### src/rtl/multibyte_add_seq.sv
// Byte-serial wide add/sub sequencer around one adder_8bit.
// LSB byte first, carry registered between bytes.
module adder_8bit (
  input  logic [7:0] a,
  input  logic [7:0] b,
  input  logic       carry_in,
  output logic [7:0] sum,
  output logic       carry_out
);
  assign {carry_out, sum} = {1'b0, a} + {1'b0, b} + {8'd0, carry_in};
endmodule

module multibyte_add_seq #(
  parameter int NUM_BYTES = 4,
  parameter int W = 8 * NUM_BYTES
) (
  input  logic         clk,
  input  logic         rst_n,
  input  logic         in_valid,
  output logic         in_ready,
  input  logic [W-1:0] in_a,
  input  logic [W-1:0] in_b,
  input  logic         in_carry,
  input  logic         in_sub,
  output logic         out_valid,
  input  logic         out_ready,
  output logic [W-1:0] out_sum,
  output logic         out_carry,
  output logic         out_ovf
);
  localparam int IW = $clog2(NUM_BYTES + 1);
  localparam logic [IW-1:0] LAST = IW'(NUM_BYTES - 1);

  typedef enum logic [1:0] {
    IDLE,
    RUN,
    DONE
  } state_t;

  state_t        state;
  logic [IW-1:0] idx;
  logic          cy_r;
  logic [W-1:0]  a_r;
  logic [W-1:0]  b_r;
  logic [W-1:0]  res_r;

  logic [7:0]    add_a;
  logic [7:0]    add_b;
  logic          add_ci;
  logic [7:0]    add_s;
  logic          add_co;
  logic [W+7:0]  res_cat;

  // Operands shift right each byte, so the live byte is always [7:0].
  assign add_a   = (state == RUN) ? a_r[7:0] : 8'd0;
  assign add_b   = (state == RUN) ? b_r[7:0] : 8'd0;
  assign add_ci  = (state == RUN) ? cy_r : 1'b0;
  assign res_cat = {add_s, res_r};
  assign in_ready = (state == IDLE);

  adder_8bit u_add (
    .a         (add_a),
    .b         (add_b),
    .carry_in  (add_ci),
    .sum       (add_s),
    .carry_out (add_co)
  );

  always_ff @(posedge clk or negedge rst_n) begin
    if (!rst_n) begin
      state     <= IDLE;
      idx       <= '0;
      cy_r      <= 1'b0;
      a_r       <= '0;
      b_r       <= '0;
      res_r     <= '0;
      out_valid <= 1'b0;
      out_sum   <= '0;
      out_carry <= 1'b0;
      out_ovf   <= 1'b0;
    end else begin
      unique case (state)
        IDLE: begin
          if (in_valid) begin
            a_r   <= in_a;
            b_r   <= in_sub ? ~in_b : in_b;
            cy_r  <= in_sub ? 1'b1 : in_carry;
            idx   <= '0;
            state <= RUN;
          end
        end
        RUN: begin
          res_r <= res_cat[W+7:8];
          cy_r  <= add_co;
          a_r   <= a_r >> 8;
          b_r   <= b_r >> 8;
          idx   <= idx + 1'b1;
          if (idx == LAST) begin
            out_sum   <= res_cat[W+7:8];
            out_carry <= add_co;
            out_ovf   <= (a_r[7] == b_r[7]) && (add_s[7] != a_r[7]);
            out_valid <= 1'b1;
            state     <= DONE;
          end
        end
        DONE: begin
          if (out_ready) begin
            out_valid <= 1'b0;
            state     <= IDLE;
          end
        end
        default: state <= IDLE;
      endcase
    end
  end
endmodule

### config.mk
export PLATFORM = sky130hd
export DESIGN_NAME = multibyte_add_seq
export DESIGN_NICKNAME = d
export VERILOG_FILES = /design/src/rtl/multibyte_add_seq.sv
export SDC_FILE = /design/constraint.sdc
export NUM_CORES = 1
export LEC_CHECK = 0
export ABC_CLOCK_PERIOD_IN_PS = 3700
export CAP_MARGIN = 10
export CORE_UTILIZATION = 53
export DETAILED_ROUTE_END_ITERATION = 8
export PLACE_DENSITY = 0.87
export SLEW_MARGIN = 5
export SYNTH_ARGS = -nofsm -noshare
export SYNTH_HDL_FRONTEND = slang
export SYNTH_SLANG_ARGS = --single-unit
export TNS_END_PERCENT = 100
### constraint.sdc
create_clock -name clk -period 3.7 [get_ports clk]
set_clock_uncertainty 0.05 [all_clocks]
set_input_delay 0.37 -clock clk [delete_from_list [all_inputs] [get_ports clk]]
set_output_delay 0.37 -clock clk [all_outputs]
set_load 0.02 [all_outputs]
==> impl_results.md, run 1 <==
- Status: finished clean
- Clk pin slew, worst setup/hold paths: 0.06 ns
- Hold WC Path Type: in2reg
- Worst path required time: 4.07 ns
- N_diodes: 0
- Final Setup Violations: 0
- Post-synth cell types: 38
- Clock Tree Buf Depth: 2
- Drt first pass iters: 4
- Setup TNS: 0 ns
- Most common cell after layout, fill and taps aside: dfrtp_1
- First-pass GRT wire length: 21700 um
- Leak: 0.00336 uW
- DR iter-0 viols: 204
- Antenna viol nets, final: 0
- Final Slew Violations: 0
- Residual DRC: 0
- Final worst slack: 0.752 ns
- Worst path cell trace: nor2b_2 > buf_4 > nand2_1 > fa_1 > inv_1 > fa_1 > a21o_2 > a21oi_1 > o21a_1 > or3_1 > a31oi_1
- Critical Path AT: 3.32 ns
- Seq cells post-synth: 129
- Starting Density: 54.6%
- Clk sink count: 129
- Number of global-route vias before repair: 4444
- Share of cells above drive strength 1: 11.1%
- Worst relative slew slack: 27.5%
- Area after DPL: 0.00707 mm2
- Max Freq: 339 MHz
- Synth Net Count: 644
- WL/cell: 16.0 um
- Endpoints failing hold: 0
- Unrepaired setup endpoints after global routing: false
- Die width: 108 um
- CP Class: reg2reg
- Final Cell Area: 0.00764 mm2
- Nets: 736
- # IOs: 106
- Most frequent CP cell: fa_1
- Top Layer Used: met4
- Syn Inst Count: 563
- Critical path peak fanout: 18
- Max VDD drop: 463 uV
- Antenna violations before repair: 0
- Postcts setup bufs: 0
- CP max-delay cell: dfrtp_1
- Routed wire length: 12900 um
- Most frequent cells in the layout: dfrtp_1 (129), clkdlybuf4s50_1 (103), nand2_1 (94), o21ai_0 (39), a21oi_1 (34)
- Grt ovf: 0
- Register area share after synthesis: 54.3%
- FP Rows: 38
- Critical Path Max Stage Delay: 0.40 ns
- Num CTS Buffers: 17
- Area delta synth->final: 28.5%
- Tot GR Track Use: 24.4%
- Crit start category: register
- Die area: 0.0116 mm2
- CTS tree: yes
- Power Density: 903 mW/mm2
- Synth Warn #: 0
- Crit end category: register
- Reg2reg path depth: 11
- Final period utilization: 79.7%
- Post-layout min period: 2.95 ns
- H-tree Lvls: 4
- Syn avg cell area: 10.6 um2
- Max Cap Viol: 0
- CP top delay family: simple AND/OR/NAND/NOR gates
- Metal3 WL: 570 um
- Worst-skew pair later-pin latency: 0.52 ns
- Routability congestion estimate: 0.898
- Vias per cell: 5.51
- Worst hold stages: 2
- WL met1: 5610 um
- Actual slew at the worst max-slew pin: 1.08 ns
- Cell Area, Synth: 0.00595 mm2
- CP bufs+invs: 2
- Met2 routed WL: 6600 um
- Critical path depth: 11
- Vias: 4443
- CTS Root Cell: clkbuf_8
- Pin count of the biggest net entering global routing: 68
- Die Ht: 108 um
- Pre-CTS WS: 0.773 ns
- Area of the core: 0.0109 mm2
- DP HPWL: 8670 um
- # port buffers: 105
routing by layer:
layer,GRT usage (%),vias up
met5,0,-
met4,6.26,0
met3,6.54,13
met2,40.7,121
met1,31.7,2174
li1,-,2135
state kept, by name, summed over array words and instances, names as in the netlist:
register	flops
state	2
out_valid	1
cy_r	1
a_r	32
out_sum	32
res_r	24
out_ovf	1
out_carry	1
idx	3
b_r	32
where the power goes:
part | leakage (uW) | internal [uW] | total [uW] | switching [uW]
clock network | 0.000263 | 918 | 1570 | 648
registers | 0.00162 | 2040 | 2410 | 374
logic | 0.00147 | 1320 | 2920 | 1600
total | 0.00336 | 4280 | 6900 | 2620
cell usage after synthesis:
cell type	number	area, um2
fa_1	2	40.0
nor2b_1	28	175
buf_2	20	100
o2111ai_1	1	8.76
o21bai_1	1	7.51
o21a_1	1	7.51
a21o_1	1	7.51
clkbuf_1	17	63.8
nand2_4	1	11.3
o21ai_1	1	5.00
a21o_2	2	17.5
o31a_1	2	17.5
xor2_1	10	87.6
a211o_2	1	10.0
nand2b_1	2	12.5
inv_1	4	15.0
o21ai_0	39	195
o211ai_1	2	15.0
nor3_1	1	5.00
a31oi_1	2	12.5
and2_1	15	93.8
a22oi_1	25	188
o22ai_1	2	12.5
nor2_1	16	60.1
or3_1	1	6.26
dfrtp_1	129	3230
o22a_1	23	201
nand2_1	94	353
buf_1	4	15.0
a21oi_1	34	170
ha_1	9	113
or3b_1	1	8.76
o31ai_1	1	7.51
mux2_2	25	282
and2_2	1	7.51
nand3_1	2	10.0
a22o_1	17	149
xnor2_1	26	228
cell families after synthesis:
| group | after synthesis | share of synthesized area [%] |
|---|---|---|
| and+or+nand+nor | 162 | 12.5 |
| xor gates and xnor gates | 36 | 5.30 |
| DFF | 129 | 54.3 |
| AOI/OAI and AO/OA | 155 | 17.4 |
| buffers and inverters | 45 | 3.26 |
| adders and majority gates | 11 | 2.57 |
| muxes | 25 | 4.73 |
final cells by class:
cell class | count | area (um2)
Multi-Input combinational cell | 389 | 2540
Tap cell | 140 | 175
Clock buffer | 18 | 428
Clock inverter | 13 | 129
Sequential cell | 129 | 3230
Fill cell | 825 | 3250
Inverter | 4 | 15.0
Timing Repair Buffer | 114 | 1130
per-stage QoR:
stage / hold slack, ns / util, % / power, uW / instances
5_1_grt: 0.394 / 70.2 / 7380 / 807
4_1_cts: 0.384 / 70.2 / 6940 / 807
3_3_place_gp: 0.411 / 65.0 / 5180 / 775
3_5_place_dp: 0.412 / 65.0 / 5340 / 775
6_report: 0.402 / 70.2 / 6900 / 807
2_1_floorplan: 0.0244 / - / 4370 / 563
final timing paths:
check | end | start | slack [ns]
max | res_r[30]$_DFFE_PN0N_ | state[1]$_DFFE_PN0P_ | 0.75
max reg2reg | res_r[30]$_DFFE_PN0N_ | state[1]$_DFFE_PN0P_ | 0.75
min in group asynchronous | out_sum[4]$_DFFE_PN0P_ | rst_n | 0.43
max in group asynchronous | a_r[9]$_DFFE_PN0P_ | rst_n | 2.35
min | a_r[25]$_DFFE_PN0P_ | in_a[25] | 0.40
min reg2reg | res_r[10]$_DFFE_PN0N_ | res_r[10]$_DFFE_PN0N_ | 0.43
worst register-to-register path, cell delays in order, from the launching register on:
cell     delay, ns
dfrtp_1       0.40
nor2b_2       0.36
buf_4         0.29
nand2_1       0.09
fa_1          0.39
inv_1         0.09
fa_1          0.22
a21o_2        0.14
a21oi_1       0.09
o21a_1        0.20
or3_1         0.36
a31oi_1       0.19
timing repair:
item | 4_1_cts | 5_1_grt
hold endpoints to repair | 62 | 0
hold buffers | 1 | 0
gates resized for setup | 0 | 0
No activity file was read; power rests on OpenSTA's default activity.
==> run 2, diff against run 1 <==
Settings changed: ABC_CLOCK_PERIOD_IN_PS 3700 to 2900.
Clock period 3.7 ns to 2.9 ns, I/O delays scaled along.
==> run 2 against run 1 <==
Clock power rose by 32%. Global-route usage grew 0.53 points. Routed wire length rose by 2.6%. Cell count is 0.62% higher. Power increased by 30%. Maximum frequency is 11% higher. Sequential share of layout area is 0.30 points lower. Non-clock buffer count increased by 4.
==> impl_results.md, run 2 (synthesized netlist as in run 1, its figures left out) <==
- Crit start category: register (unchanged)
- Status: finished clean (unchanged)
- Antenna viol nets, final: 0 (unchanged)
- Max Freq: 375 MHz (was 339 MHz)
- Die Ht: 108 um (unchanged)
- Final Setup Violations: 0 (unchanged)
- Vias per cell: 5.66 (was 5.51)
- Routed wire length: 13300 um (was 12900 um)
- Grt ovf: 0 (unchanged)
- Setup TNS: 0 ns (unchanged)
- Actual slew at the worst max-slew pin: 0.945 ns (was 1.08 ns)
- Clock Tree Buf Depth: 2 (unchanged)
- Most common cell after layout, fill and taps aside: dfrtp_1 (unchanged)
- Share of cells above drive strength 1: 11.8% (was 11.1%)
- Routability congestion estimate: 0.894 (was 0.898)
- Biggest regs: a_r (32), b_r (32), out_sum (32) (unchanged)
- Clock network power share: 23.2% (was 22.7%)
- PostCTS Resize Cnt: 0 (unchanged)
- Critical Path Max Stage Delay: 0.39 ns (was 0.40 ns)
- P_int: 5570 uW (was 4280 uW)
- Die width: 108 um (unchanged)
- WL/cell: 16.3 um (was 16.0 um)
- Worst path required time: 3.24 ns (was 4.07 ns)
- Tot GR Track Use: 25.0% (was 24.4%)
- Crit end category: register (unchanged)
- CTS Root Cell: clkbuf_8 (unchanged)
- H-tree Lvls: 4 (unchanged)
- Vias: 4594 (was 4443)
- CP bufs+invs: 1 (was 2)
- CTS tree: yes (unchanged)
- Critical Path AT: 3.01 ns (was 3.32 ns)
- # port buffers: 105 (unchanged)
- Power Density: 1160 mW/mm2 (was 903 mW/mm2)
- First-pass GRT wire length: 22200 um (was 21700 um)
- Unrepaired setup endpoints after global routing: false (unchanged)
- DP HPWL: 8860 um (was 8670 um)
- Worst-skew pair later-pin latency: 0.52 ns (about the same)
- Nets: 740 (was 736)
- Critical path peak fanout: 36 (was 18)
- Sw power: 3390 uW (was 2620 uW)
- Flop pwr share: 34.6% (was 34.9%)
- Die area: 0.0116 mm2 (unchanged)
- DR iter-0 viols: 277 (was 204)
- Final Slew Violations: 0 (unchanged)
- Gate power share: 42.2% (was 42.4%)
- Hold WC Path Type: in2async (was in2reg)
- Most frequent cells in the layout: dfrtp_1 (129), clkdlybuf4s50_1 (103), nand2_1 (94), o21ai_0 (39), a21oi_1 (34) (unchanged)
- Area of the core: 0.0109 mm2 (unchanged)
- Residual DRC: 0 (unchanged)
- CP Class: reg2reg (unchanged)
- Max VDD drop: 564 uV (was 463 uV)
- Leak: 0.00340 uW (was 0.00336 uW)
- Number of global-route vias before repair: 4585 (was 4444)
- Final period utilization: 91.9% (was 79.7%)
- Area delta synth->final: 29.4% (was 28.5%)
- Starting Density: 54.6% (unchanged)
- CP max-delay cell: dfrtp_1 (unchanged)
- CP top delay family: simple AND/OR/NAND/NOR gates (unchanged)
- Total Power: 8950 uW (was 6900 uW)
- Switch share: 37.8% (was 38.0%)
- Worst path cell trace: nor2b_2 > buf_4 > and2_1 > ha_1 > o211ai_1 > a21oi_1 > o31a_1 > nand3_1 > or3b_1 (was nor2b_2 > buf_4 > nand2_1 > fa_1 > inv_1 > fa_1 > a21o_2 > a21oi_1 > o21a_1 > or3_1 > a31oi_1)
- Clk sink count: 129 (unchanged)
- FP Rows: 38 (unchanged)
- Antenna violations before repair: 0 (unchanged)
- Max Cap Viol: 0 (unchanged)
- # fillers: 776 (was 825)
- Post-layout min period: 2.67 ns (was 2.95 ns)
- Drt first pass iters: 6 (was 4)
- Clk pin slew, worst setup/hold paths: 0.06 ns (about the same)
- Endpoints failing hold: 0 (unchanged)
- Pin count of the biggest net entering global routing: 57 (was 68)
- Num CTS Buffers: 17 (unchanged)
- # IOs: 106 (unchanged)
- N_diodes: 0 (unchanged)
- Worst relative slew slack: 37.0% (was 27.5%)
==> run 2: final timing paths <==
kind / depth (start not counted) / to / slack (ns) / from
worst max-delay path: 9 / out_ovf$_DFFE_PN0P_ / 0.23 / state[1]$_DFFE_PN0P_
worst min-delay path: 2 / out_sum[14]$_DFFE_PN0P_ / 0.28 / rst_n
worst max register to register: 9 / out_ovf$_DFFE_PN0P_ / 0.23 / state[1]$_DFFE_PN0P_
worst min register to register: 2 / res_r[11]$_DFFE_PN0N_ / 0.43 / res_r[11]$_DFFE_PN0N_
max in group asynchronous: 3 / b_r[9]$_DFFE_PN0P_ / 1.72 / rst_n
min in group clk: 2 / a_r[27]$_DFFE_PN0P_ / 0.32 / in_a[27]
==> run 2: cell type report <==
cell class / count / area, um2 / area share [%]
Tap cell: 140 / 175 / 2.28
Multi-Input combinational cell: 389 / 2540 / 33.0
Timing Repair Buffer: 118 / 1160 / 15.0
Sequential cell: 129 / 3230 / 42.0
Clock buffer: 18 / 428 / 5.56
Inverter: 4 / 15.0 / 0.195
Clock inverter: 14 / 153 / 1.98
==> run 2: worst register-to-register path, delay by kind of cell (launching register included) <==
family                   cells  cell delay, ns
AO/OA/AOI/OAI                3            0.65
buffers and inverters        1            0.35
flip-flops                   1            0.39
AND/OR/NAND/NOR              4            0.83
adder cells (fa/ha/maj)      1            0.27
==> run 2: metrics by stage <==
stage	hold WS (ns)	util [%]	area, um2	worst slack [ns]	instances
2_1_floorplan	-0.0556	-	5950	0.0616	563
3_3_place_gp	0.288	65.2	7100	0.367	779
3_5_place_dp	0.301	65.2	7100	0.244	779
4_1_cts	0.295	70.7	7690	0.229	812
5_1_grt	0.320	70.7	7690	0.0432	812
6_report	0.276	70.7	7690	0.235	812
==> run 2: repair_timing <==
action,4_1_cts,5_1_grt
hold buffers,1,0
endpoints found under the hold margin,48,0
setup buffers,0,0
==> run 2: metal layers <==
metal | vias to the layer above | routed length (um) | part of all wire [%] | GRT usage (%)
met4 | 0 | 328 | 2.5 | 9.20
li1 | 2152 | - | - | -
met3 | 27 | 605 | 4.6 | 6.78
met2 | 155 | 6840 | 52 | 42.0
met5 | - | 0 | 0 | 0
met1 | 2260 | 5500 | 41 | 30.8
==> run 2: power groups by stage <==
stage               logic [uW]  clock network, uW  registers (uW)
floorplan                 2380                  0            3190
global placement          3560                  0            3070
detailed placement        3740                  0            3120
CTS                       3790               2110            3100
global route              4170               2200            3180
finish                    3770               2080            3100
